[config.mk]
export PLATFORM = sky130hd
export DESIGN_NAME = mix_columns_seq
export DESIGN_NICKNAME = d
export VERILOG_FILES = /design/src/rtl/mix_columns_seq.sv
export SDC_FILE = /design/constraint.sdc
export NUM_CORES = 1
export LEC_CHECK = 0
export CORE_MARGIN = 4
export CORE_UTILIZATION = 44
export CTS_CLUSTER_SIZE = 12
export DETAILED_ROUTE_END_ITERATION = 10
export GPL_TIMING_DRIVEN = 0
export PLACE_DENSITY = 0.78
export SLEW_MARGIN = 25
export SYNTH_ARGS = -nofsm -noshare
export SYNTH_HDL_FRONTEND = slang
export SYNTH_SLANG_ARGS = --single-unit
[constraint.sdc]
create_clock -name clk -period 11.25 [get_ports clk]
set_input_delay 3.375 -clock clk [delete_from_list [all_inputs] [get_ports clk]]
set_output_delay 3.375 -clock clk [all_outputs]
set_load 0.05 [all_outputs]
[src/rtl/mix_columns_seq.sv]
// Column-serial AES MixColumns / InvMixColumns, one 32-bit column per clock.
// Ports: clk, rst (async high), in_valid/in_ready/in_state/in_last, out_valid/out_ready/out_state, busy.
module mix_columns_seq #(
  parameter bit INV = 1'b0
) (
  input  logic         clk,
  input  logic         rst,
  input  logic         in_valid,
  output logic         in_ready,
  input  logic [127:0] in_state,
  input  logic         in_last,
  output logic         out_valid,
  input  logic         out_ready,
  output logic [127:0] out_state,
  output logic         busy
);

  typedef enum logic [1:0] {
    IDLE,
    BUSY,
    DONE
  } st_t;

  st_t          st;
  st_t          st_nxt;
  logic [1:0]   col_cnt;
  logic [127:0] blk;
  logic         last;
  logic [31:0]  col_in;
  logic [31:0]  col_out;

  function automatic logic [7:0] xt(input logic [7:0] b);
    return {b[6:0], 1'b0} ^ (b[7] ? 8'h1b : 8'h00);
  endfunction

  function automatic logic [31:0] col_mix(input logic [31:0] w);
    logic [7:0] a  [4];
    logic [7:0] m2 [4];
    logic [7:0] m4 [4];
    logic [7:0] m8 [4];
    logic [7:0] o  [4];
    logic [1:0] k;
    logic [31:0] res;
    for (int i = 0; i < 4; i++) begin
      a[i]  = w[8*i +: 8];
      m2[i] = xt(a[i]);
      m4[i] = xt(m2[i]);
      m8[i] = xt(m4[i]);
    end
    for (int r = 0; r < 4; r++) begin
      k = 2'(r);
      if (!INV) begin
        // 2*a[r] ^ 3*a[r+1] ^ a[r+2] ^ a[r+3]
        o[r] = m2[k] ^ m2[k+2'd1] ^ a[k+2'd1]
             ^ a[k+2'd2] ^ a[k+2'd3];
      end else begin
        // e*a[r] ^ b*a[r+1] ^ d*a[r+2] ^ 9*a[r+3]
        o[r] = (m8[k] ^ m4[k] ^ m2[k])
             ^ (m8[k+2'd1] ^ m2[k+2'd1] ^ a[k+2'd1])
             ^ (m8[k+2'd2] ^ m4[k+2'd2] ^ a[k+2'd2])
             ^ (m8[k+2'd3] ^ a[k+2'd3]);
      end
    end
    res = {o[3], o[2], o[1], o[0]};
    return res;
  endfunction

  always_comb begin
    col_in  = blk[{col_cnt, 5'd0} +: 32];
    col_out = last ? col_in : col_mix(col_in);
  end

  always_comb begin
    st_nxt = st;
    unique case (st)
      IDLE:    if (in_valid) st_nxt = BUSY;
      BUSY:    if (col_cnt == 2'd3) st_nxt = DONE;
      DONE:    if (out_ready) st_nxt = IDLE;
      default: st_nxt = IDLE;
    endcase
  end

  assign in_ready  = (st == IDLE);
  assign out_valid = (st == DONE);
  assign busy      = (st != IDLE);

  always_ff @(posedge clk or posedge rst) begin
    if (rst) begin
      st        <= IDLE;
      col_cnt   <= 2'd0;
      blk       <= '0;
      last      <= 1'b0;
      out_state <= '0;
    end else begin
      st <= st_nxt;
      unique case (st)
        IDLE: begin
          if (in_valid) begin
            blk     <= in_state;
            last    <= in_last;
            col_cnt <= 2'd0;
          end
        end
        BUSY: begin
          out_state[{col_cnt, 5'd0} +: 32] <= col_out;
          // hold at 3 so the counter never wraps inside a block
          if (col_cnt != 2'd3) col_cnt <= col_cnt + 2'd1;
        end
        default: ;
      endcase
    end
  end

endmodule

==> flow_summary.ini, run 1 <==
[logic_synthesis]
synth_largest_area_cell = sky130_fd_sc_hd__dfrtp_1
ys_seq_elements = 261
post_synth_num_cell_types = 41
synth_edf_count = 0
synth-seq-area-share = 0.522
yosys-top-cells-area = sky130_fd_sc_hd__dfrtp_1 (52%), sky130_fd_sc_hd__mux2_2 (12%), sky130_fd_sc_hd__a22oi_1 (7.7%), sky130_fd_sc_hd__xnor3_1 (5.9%), sky130_fd_sc_hd__mux4_2 (4.7%)
netlist_instances = 880
synth_nets = 1019
synth-async-reset-ratio = 1.00
syn-mean-instance-area_sq_um = 14.2
synthesis.area_sq_um = 12500
synth_top_area_share = 0.522
flip_flop_cell_with_the_highest_count_after_synthesis = sky130_fd_sc_hd__dfrtp_1
synth-warning-count = 0

[critical_path]
worstPathArrival_ns = 2.34
r2r_slack_ns = 7.90
critPathMaxFanout = 8
timing.reg2reg.worst_path_depth = 11
setup.worst_path.class = reg -> out
worstReg2RegEnd = out_state[19]
crit_path_start_kind = register
worst-endpoint-required_ns = 7.88
endpoint_kind = primary output
crit-reg2reg-launch = col_cnt[0]

[timing]
total_count_of_max_transition_violations_in_the_final_report = 0
max_clock_freq_mhz = 175
fin_worst_skew_ns = 0.0122
rsz0062_at_grt = false
postLayoutSetupSlackWorst_ns = 5.54
worst_pin_slew_ns = 0.830
hold_viol = 0
slew_headroom = 0.447
final_min_period_over_clock_period = 0.508
setup_viol_count_final = 0
minimum_clock_period_after_layout_ns = 5.71

[cts]
h-tree-depth = 1
buffer_cell_driving_the_clock_tree_root = sky130_fd_sc_hd__clkbuf_16
clk_latency_ns = 0.54
max-clock-path-buffers = 3
cts_made_buffers = 27
cts_tree = done
cts_setup_buffers = 0
path_clk_slew_ns = 0.06
cts_num_sinks = 261
cts_repair_resize_count = 0
cts.hold.buffers_added = 0

[cells_and_area]
nNetsFinal = 1313
flow.area_growth_from_synthesis_pct = 31.7
stdcell_count = 1569
layout.filler_cells = 2230
layout.cells.most_common_list = sky130_fd_sc_hd__clkdlybuf4s50_1 (263), sky130_fd_sc_hd__dfrtp_1 (261), sky130_fd_sc_hd__mux2_2 (129)
most_common_cell_after_layout_fill_and_taps_aside = sky130_fd_sc_hd__clkdlybuf4s50_1
insertedDiodeCount = 0
drive_gt1_frac = 0.201

[hold_path]
worst_hold_path_type = reg -> reg
min_delay_worst_endpoint = blk[101]
min_from = blk[101]
hold_depth = 1

[drt]
route.detailed.wl_per_inst_um = 24.3
drc_errors = 0
drt_first_pass_iters = 6
dr_wl_met3_mm = 3.38
vias_per_cell = 5.71
detailed_routing_wirelength_on_met1_mm = 15.6
detailroute.wirelength.met2_mm = 18.2
violation_count_after_the_first_detailed_route_iteration = 793
vias = 8964
highest_layer = met5
postRouteWirelength_mm = 38.2
drt.antenna.violating_nets = 0

[global_route]
grt_remaining_overflow = 0
grtUsageTotal = 0.242
grt_pass1_vias = 9344
grt_antenna_before_repair = 1
grt_pass1_wl_mm = 57.7
grt_start_max_net_pins = 99

[floorplanning]
core-area_sq_um = 27900
rows = 61
start_util = 0.448
io_pins = 264
die-height_um = 177
die_x_um = 177
die-area_sq_um = 31200

[job]
timing.max_cap.violations = 0

[place]
dp_slack_ns = 5.58
detailedPlacementHpwl_mm = 28.0
routabilityCongestion = 0.850
placed_cells = 1523
place.port_buffers = 263

[run_status]
outcome = complete, no violations
[worst max path at each step]
stage	start	slack [ns]	to	cells past startpoint
final	st[0]	5.54	in_ready	4
after global routing	st[0]	5.49	in_ready	4
after CTS	st[0]	5.52	in_ready	4
after detailed placement	in_valid	5.58	blk[127]	5
after global placement	rst	-2.44	blk[85]	2
after floorplan	rst	0.69	blk[0]	1
[sequential cells by signal (all words and copies together), names as in the netlist]
| register | count |
|---|---|
| out_state | 128 |
| last | 1 |
| col_cnt | 2 |
| st | 2 |
| blk | 128 |
[final cells by class]
cell class / count / area [sq um] / area share
Sequential cell: 261 / 6530 / 0.396
Clock inverter: 3 / 18.8 / 0.00114
Tap cell: 378 / 473 / 0.0287
Inverter: 6 / 30.0 / 0.00182
Multi-Input combinational cell: 531 / 5450 / 0.331
Buffer: 82 / 510 / 0.0310
Timing Repair Buffer: 265 / 2690 / 0.163
Clock buffer: 43 / 786 / 0.0477
[layer usage]
layer / GRT usage / up-vias
met2: 0.397 / 429
met4: 0.0664 / 2
met3: 0.0587 / 64
li1: - / 3879
met1: 0.326 / 4590
met5: 0 / -
[metrics by stage]
stage / hold WS [ns] / area, sq um / utilization / setup TNS, ns
after floorplan: 0.472 / 12500 / - / 0
after global placement: 0.482 / 15600 / 0.559 / -630.43
after detailed placement: 0.489 / 15700 / 0.561 / 0
after CTS: 0.502 / 16500 / 0.590 / 0
after global routing: 0.509 / 16500 / 0.590 / 0
final: 0.496 / 16500 / 0.590 / 0
[synth_stat cells, drive strengths merged, types with 3 or more instances]
cell type,n
a22oi,128
buf,34
clkbuf,40
dfrtp,261
dlygate4sd1,5
ha,6
inv,6
mux2,129
mux4,32
nand2,3
nand2b,3
nor2b,4
nor3,3
o21ai,130
xnor2,13
xnor3,34
xor2,21
xor3,7
[cells by family after synthesis]
kind of cell	share of synthesized area
mux	0.176
flops	0.522
fa+ha+maj	0.00600
compound gates	0.130
simple gates	0.0135
buf+inv	0.0426
xor+xnor	0.109
[worst max-delay path, cell delays in order (launching register included)]
cell and delay (ns):
sky130_fd_sc_hd__dfrtp_1 0.36, sky130_fd_sc_hd__clkbuf_1 0.18, sky130_fd_sc_hd__or2_2 0.35, sky130_fd_sc_hd__inv_1 0.11
sky130_fd_sc_hd__clkdlybuf4s50_1 0.81
Power of run 1 is not shown: default switching activity piles up to over one toggle a cycle in this logic, so the estimate is an artifact.
==> inputs of run 2 (changes only) <==
--- a/config.mk
+++ b/config.mk
@@ -10,7 +10,7 @@
 export CTS_CLUSTER_SIZE = 12
 export DETAILED_ROUTE_END_ITERATION = 10
 export GPL_TIMING_DRIVEN = 0
-export PLACE_DENSITY = 0.78
+export PLACE_DENSITY = 0.81
 export SLEW_MARGIN = 25
 export SYNTH_ARGS = -nofsm -noshare
 export SYNTH_HDL_FRONTEND = slang
==> constraint.sdc (replaced) <==
create_clock -name clk -period 4.75 [get_ports clk]
set_input_delay 1.425 -clock clk [delete_from_list [all_inputs] [get_ports clk]]
set_output_delay 1.425 -clock clk [all_outputs]
set_load 0.05 [all_outputs]
==> run 2 against run 1 <==
Effect of this change: count of clock-buffer cells in the layout decreased by 3; flip-flop and latch count unchanged; setup slack got worse by 4.6 ns; critical endpoint unchanged.
==> flow_summary.ini, run 2 (same netlist as run 1, synthesis figures left out) <==
[global_route]
grt_antenna_before_repair = 2
grt_pass1_vias = 9671
grt_remaining_overflow = 0
grt_pass1_wl_mm = 59.4
grt_start_max_net_pins = 34
grtUsageTotal = 0.249

[timing]
worst_pin_slew_ns = 0.822
rsz0062_at_grt = false
slew_headroom = 0.452
max_clock_freq_mhz = 265
setup_viol_count_final = 0
minimum_clock_period_after_layout_ns = 3.78
total_count_of_max_transition_violations_in_the_final_report = 0
final_min_period_over_clock_period = 0.795
finalSetupTns_ns = 0
fin_worst_skew_ns = 0.0132
hold_viol = 0

[critical_path]
worstSetupStartpoint = st[0]
critPathSlowestCell = sky130_fd_sc_hd__clkdlybuf4s50_1
crit_path_start_kind = register
worstPathBufferInverterCount = 3
r2r_slack_ns = 1.29
worstPathArrival_ns = 2.35
path_delay_family = buffers and inverters
max_stage_delay_ns = 0.82
critPathMaxFanout = 8
endpoint_kind = primary output
cell_count_along_the_critical_path = 4
critical_path.cell_chain = clkbuf_1 > or2_2 > inv_1 > clkdlybuf4s50_1
crit_path_end = in_ready
worst-endpoint-required_ns = 3.32
timing.reg2reg.worst_path_depth = 11
setup.worst_path.class = reg -> out
crit-reg2reg-launch = col_cnt[0]
worstReg2RegEnd = out_state[21]

[cts]
cts_tree = done
max-clock-path-buffers = 3
clk_latency_ns = 0.54
buffer_cell_driving_the_clock_tree_root = sky130_fd_sc_hd__clkbuf_16
h-tree-depth = 1
cts_repair_resize_count = 0
path_clk_slew_ns = 0.06
cts.hold.buffers_added = 0
cts_num_sinks = 261
cts_made_buffers = 28
cts_setup_buffers = 0

[floorplanning]
die-height_um = 177
io_pins = 264
die_x_um = 177
core-area_sq_um = 27900
start_util = 0.448
die-area_sq_um = 31200
rows = 61

[cells_and_area]
multiInputGateArea_sq_um = 5450
flow.area_growth_from_synthesis_pct = 33.9
most_common_cell_after_layout_fill_and_taps_aside = sky130_fd_sc_hd__clkdlybuf4s50_1
drive_gt1_frac = 0.212
reg.largest.list = blk x128, out_state x128
layout.filler_cells = 2204
post-route-util = 0.600
sequential_cell_area_sq_um = 6530
layout.cells.most_common_list = sky130_fd_sc_hd__clkdlybuf4s50_1 (263), sky130_fd_sc_hd__dfrtp_1 (261), sky130_fd_sc_hd__mux2_2 (129)
insertedDiodeCount = 0
nNetsFinal = 1321

[drt]
violation_count_after_the_first_detailed_route_iteration = 986
drt.antenna.violating_nets = 0
route.detailed.wl_per_inst_um = 25.0
vias_per_cell = 5.83
postRouteWirelength_mm = 39.3
drt_first_pass_iters = 6
vias = 9177
drc_errors = 0

[place]
detailedPlacementHpwl_mm = 29.3
place.port_buffers = 263
routabilityCongestion = 0.858

[run_status]
outcome = complete, no violations

[job]
timing.max_cap.violations = 0

[hold_path]
worst_hold_path_type = reg -> reg
-- run 2: worst min path at each step --
stage / depth (start not counted) / end / startpoint / slack, ns
final: 1 / blk[37] / blk[37] / 0.50
after CTS: 1 / blk[37] / blk[37] / 0.50
after floorplan: 1 / blk[54] / blk[54] / 0.47
after detailed placement: 1 / blk[37] / blk[37] / 0.49
after global routing: 1 / blk[37] / blk[37] / 0.51
after global placement: 1 / blk[25] / blk[25] / 0.48
-- run 2: final cells by class --
class / count / area share
buffer: 82 / 0.0305
clock buffer: 40 / 0.0512
clock inverter: 5 / 0.00463
inverter: 6 / 0.00157
multi-input combinational: 531 / 0.325
sequential: 261 / 0.390
tap: 378 / 0.0282
timing repair buffer: 272 / 0.169
-- run 2: per-stage QoR --
step           cells  hold WS (ns)  worst slack (ns)  cell area, sq um
6_report        1575         0.498             0.972             16800
3_3_place_gp    1521         0.482             -1.95             15600
3_5_place_dp    1530         0.487              1.01             15800
2_1_floorplan    880         0.472            -0.117             12500
4_1_cts         1575         0.500             0.945             16800
5_1_grt         1575         0.508             0.888             16800
-- run 2: worst reg2reg max path: cells and delay by family (launching register included) --
family | cells | cell delay (ns)
AO/OA/AOI/OAI | 2 | 0.37
adder cells (fa/ha/maj) | 1 | 0.39
AND/OR/NAND/NOR | 2 | 0.74
flip-flops | 1 | 0.42
buffers and inverters | 6 | 1.43
-- run 2: per-layer routing --
layer	wire length [um]	up-vias	global-route usage	share of wire
met5	20	-	0	0.00051
met4	960	4	0.0700	0.024
met3	3920	69	0.0688	0.10
met2	18700	539	0.404	0.47
met1	15800	4653	0.334	0.40
li1	-	3912	-	-
Power of run 2 is left out for the same reason.
==> inputs of run 3 (changes only) <==
==> constraint.sdc (replaced) <==
create_clock -name clk -period 3.1 [get_ports clk]
set_input_delay 0.93 -clock clk [delete_from_list [all_inputs] [get_ports clk]]
set_output_delay 0.93 -clock clk [all_outputs]
set_load 0.05 [all_outputs]
==> run 3 against run 2 <==
Effect of this change: setup slack worse by 0.88 ns; sequential share of layout area about the same; count of clock-buffer cells in the layout stayed put; critical path depth is the same; design area about the same; clock skew down 0.0034 ns; wire length shrank 0.19%; hold slack about the same; first-iteration DRC count fell by 3.7%; via count hardly changed; die area stayed put; flip-flop and latch count unchanged; critical endpoint unchanged; largest cell class unchanged.
==> flow_summary.ini, run 3 (same netlist as run 1, synthesis figures left out) <==
[drt]
drt.antenna.violating_nets = 0
drc_errors = 0
drt_first_pass_iters = 8
postRouteWirelength_mm = 39.3
route.detailed.wl_per_inst_um = 25.0
vias_per_cell = 5.83
vias = 9176
violation_count_after_the_first_detailed_route_iteration = 950

[cts]
cts_num_sinks = 261
buffer_cell_driving_the_clock_tree_root = sky130_fd_sc_hd__clkbuf_16
h-tree-depth = 1
cts_tree = done
cts_made_buffers = 28
max-clock-path-buffers = 3
clk_latency_ns = 0.54
cts.hold.buffers_added = 0
path_clk_slew_ns = 0.06

[global_route]
met3_usage = 0.0688
grt_start_max_net_pins = 34
grt_pass1_wl_mm = 59.4
grtUsageTotal = 0.249
grt_util_met2 = 0.404
global_route.peak_usage_layer = met2
grt_remaining_overflow = 0
grt_pass1_vias = 9674
gr-usage-met1 = 0.334
grt_antenna_before_repair = 2

[critical_path]
setup.worst_path.class = reg -> out
worst-endpoint-required_ns = 2.17
worstPathArrival_ns = 2.07
crit_path_start_kind = register
critPathMaxFanout = 8
endpoint_kind = primary output

[cells_and_area]
layout.cells.most_common_list = sky130_fd_sc_hd__dfrtp_1 (261), sky130_fd_sc_hd__clkdlybuf4s50_1 (260), sky130_fd_sc_hd__mux2_2 (129)
layout.filler_cells = 2208
finish.instance_area_sq_um = 16800
flow.area_growth_from_synthesis_pct = 34.0
drive_gt1_frac = 0.224
insertedDiodeCount = 0
reg.largest.list = blk x128, out_state x128
nNetsFinal = 1320
most_common_cell_after_layout_fill_and_taps_aside = sky130_fd_sc_hd__dfrtp_1

[timing]
minimum_clock_period_after_layout_ns = 3.00
max_clock_freq_mhz = 333
final_min_period_over_clock_period = 0.969
postLayoutSetupSlackWorst_ns = 0.0954
total_count_of_max_transition_violations_in_the_final_report = 0
fin_worst_skew_ns = 0.00987
slew_headroom = 0.457
worst_pin_slew_ns = 0.815
rsz0062_at_grt = false
setup_viol_count_final = 0
hold_viol = 0

[place]
place.port_buffers = 263
routabilityCongestion = 0.858
dp_slack_ns = -0.190
detailedPlacementHpwl_mm = 29.3
placed_standard_cell_area_sq_um = 15800

[floorplanning]
die_x_um = 177
rows = 61
core-area_sq_um = 27900
die-height_um = 177
start_util = 0.448
io_pins = 264
die-area_sq_um = 31200

[job]
timing.max_cap.violations = 0

[hold_path]
worst_hold_path_type = reg -> reg

[run_status]
outcome = complete, no violations
run 3: cell count changes in the layout (fill, tap and decap cells not counted), sizes merged:
| cell | change |
|---|---|
| buf | -1 |
| dlygate4sd2 | +1 |
| dlygate4sd1 | -1 |
| clkbuf | +2 |
| clkdlybuf4s50 | -3 |
| clkdlybuf4s15 | +1 |
run 3: worst paths after layout:
check	from	to	slack (ns)	cells past startpoint
max in group asynchronous	rst	blk[30]	1.31	5
worst min register to register	blk[37]	blk[37]	0.50	1
worst max register to register	col_cnt[0]	out_state[45]	0.16	7
worst min-delay path	blk[37]	blk[37]	0.50	1
min in group asynchronous	rst	out_state[40]	0.79	2
worst max-delay path	st[0]	in_ready	0.1	4
run 3: area by class of cell:
cell class	count	area [sq um]	area share
clock inverters	5	77.6	0.00463
flip-flops and latches	261	6530	0.390
well taps	378	473	0.0282
plain buffers	81	510	0.0304
multi-input cells	531	5460	0.326
inverters	6	26.3	0.00157
clock buffers	40	857	0.0511
repair buffers	272	2830	0.169
run 3: per-stage QoR:
stage,TNS (ns),std cells,hold WS [ns],utilization
floorplan,-331.88,880,0.472,-
global placement,-809.42,1521,0.482,0.559
detailed placement,-10.69,1530,0.487,0.566
CTS,0,1575,0.500,0.600
global route,0,1574,0.508,0.600
finish,0,1574,0.498,0.600
run 3: metal layers:
metal,vias to the layer above,share of wire
li1,3909,-
met1,4639,0.39
met2,540,0.47
met3,84,0.10
met4,4,0.028
met5,-,0.00051
run 3: repair_timing:
action	4_1_cts	5_1_grt
setup endpoints to repair	62	99
gates cloned	0	0
buffers inserted	0	0
endpoints found under the hold margin	0	0
resized for setup	9	20
pin swaps	0	0
run 3: critical path, cell delays in order, from the launching register on:
cell and delay, ns:
sky130_fd_sc_hd__dfrtp_1 0.36, sky130_fd_sc_hd__clkbuf_1 0.17, sky130_fd_sc_hd__or2_2 0.36, sky130_fd_sc_hd__inv_1 0.11
sky130_fd_sc_hd__dlygate4sd2_1 0.54
Power of run 3 is left out for the same reason.
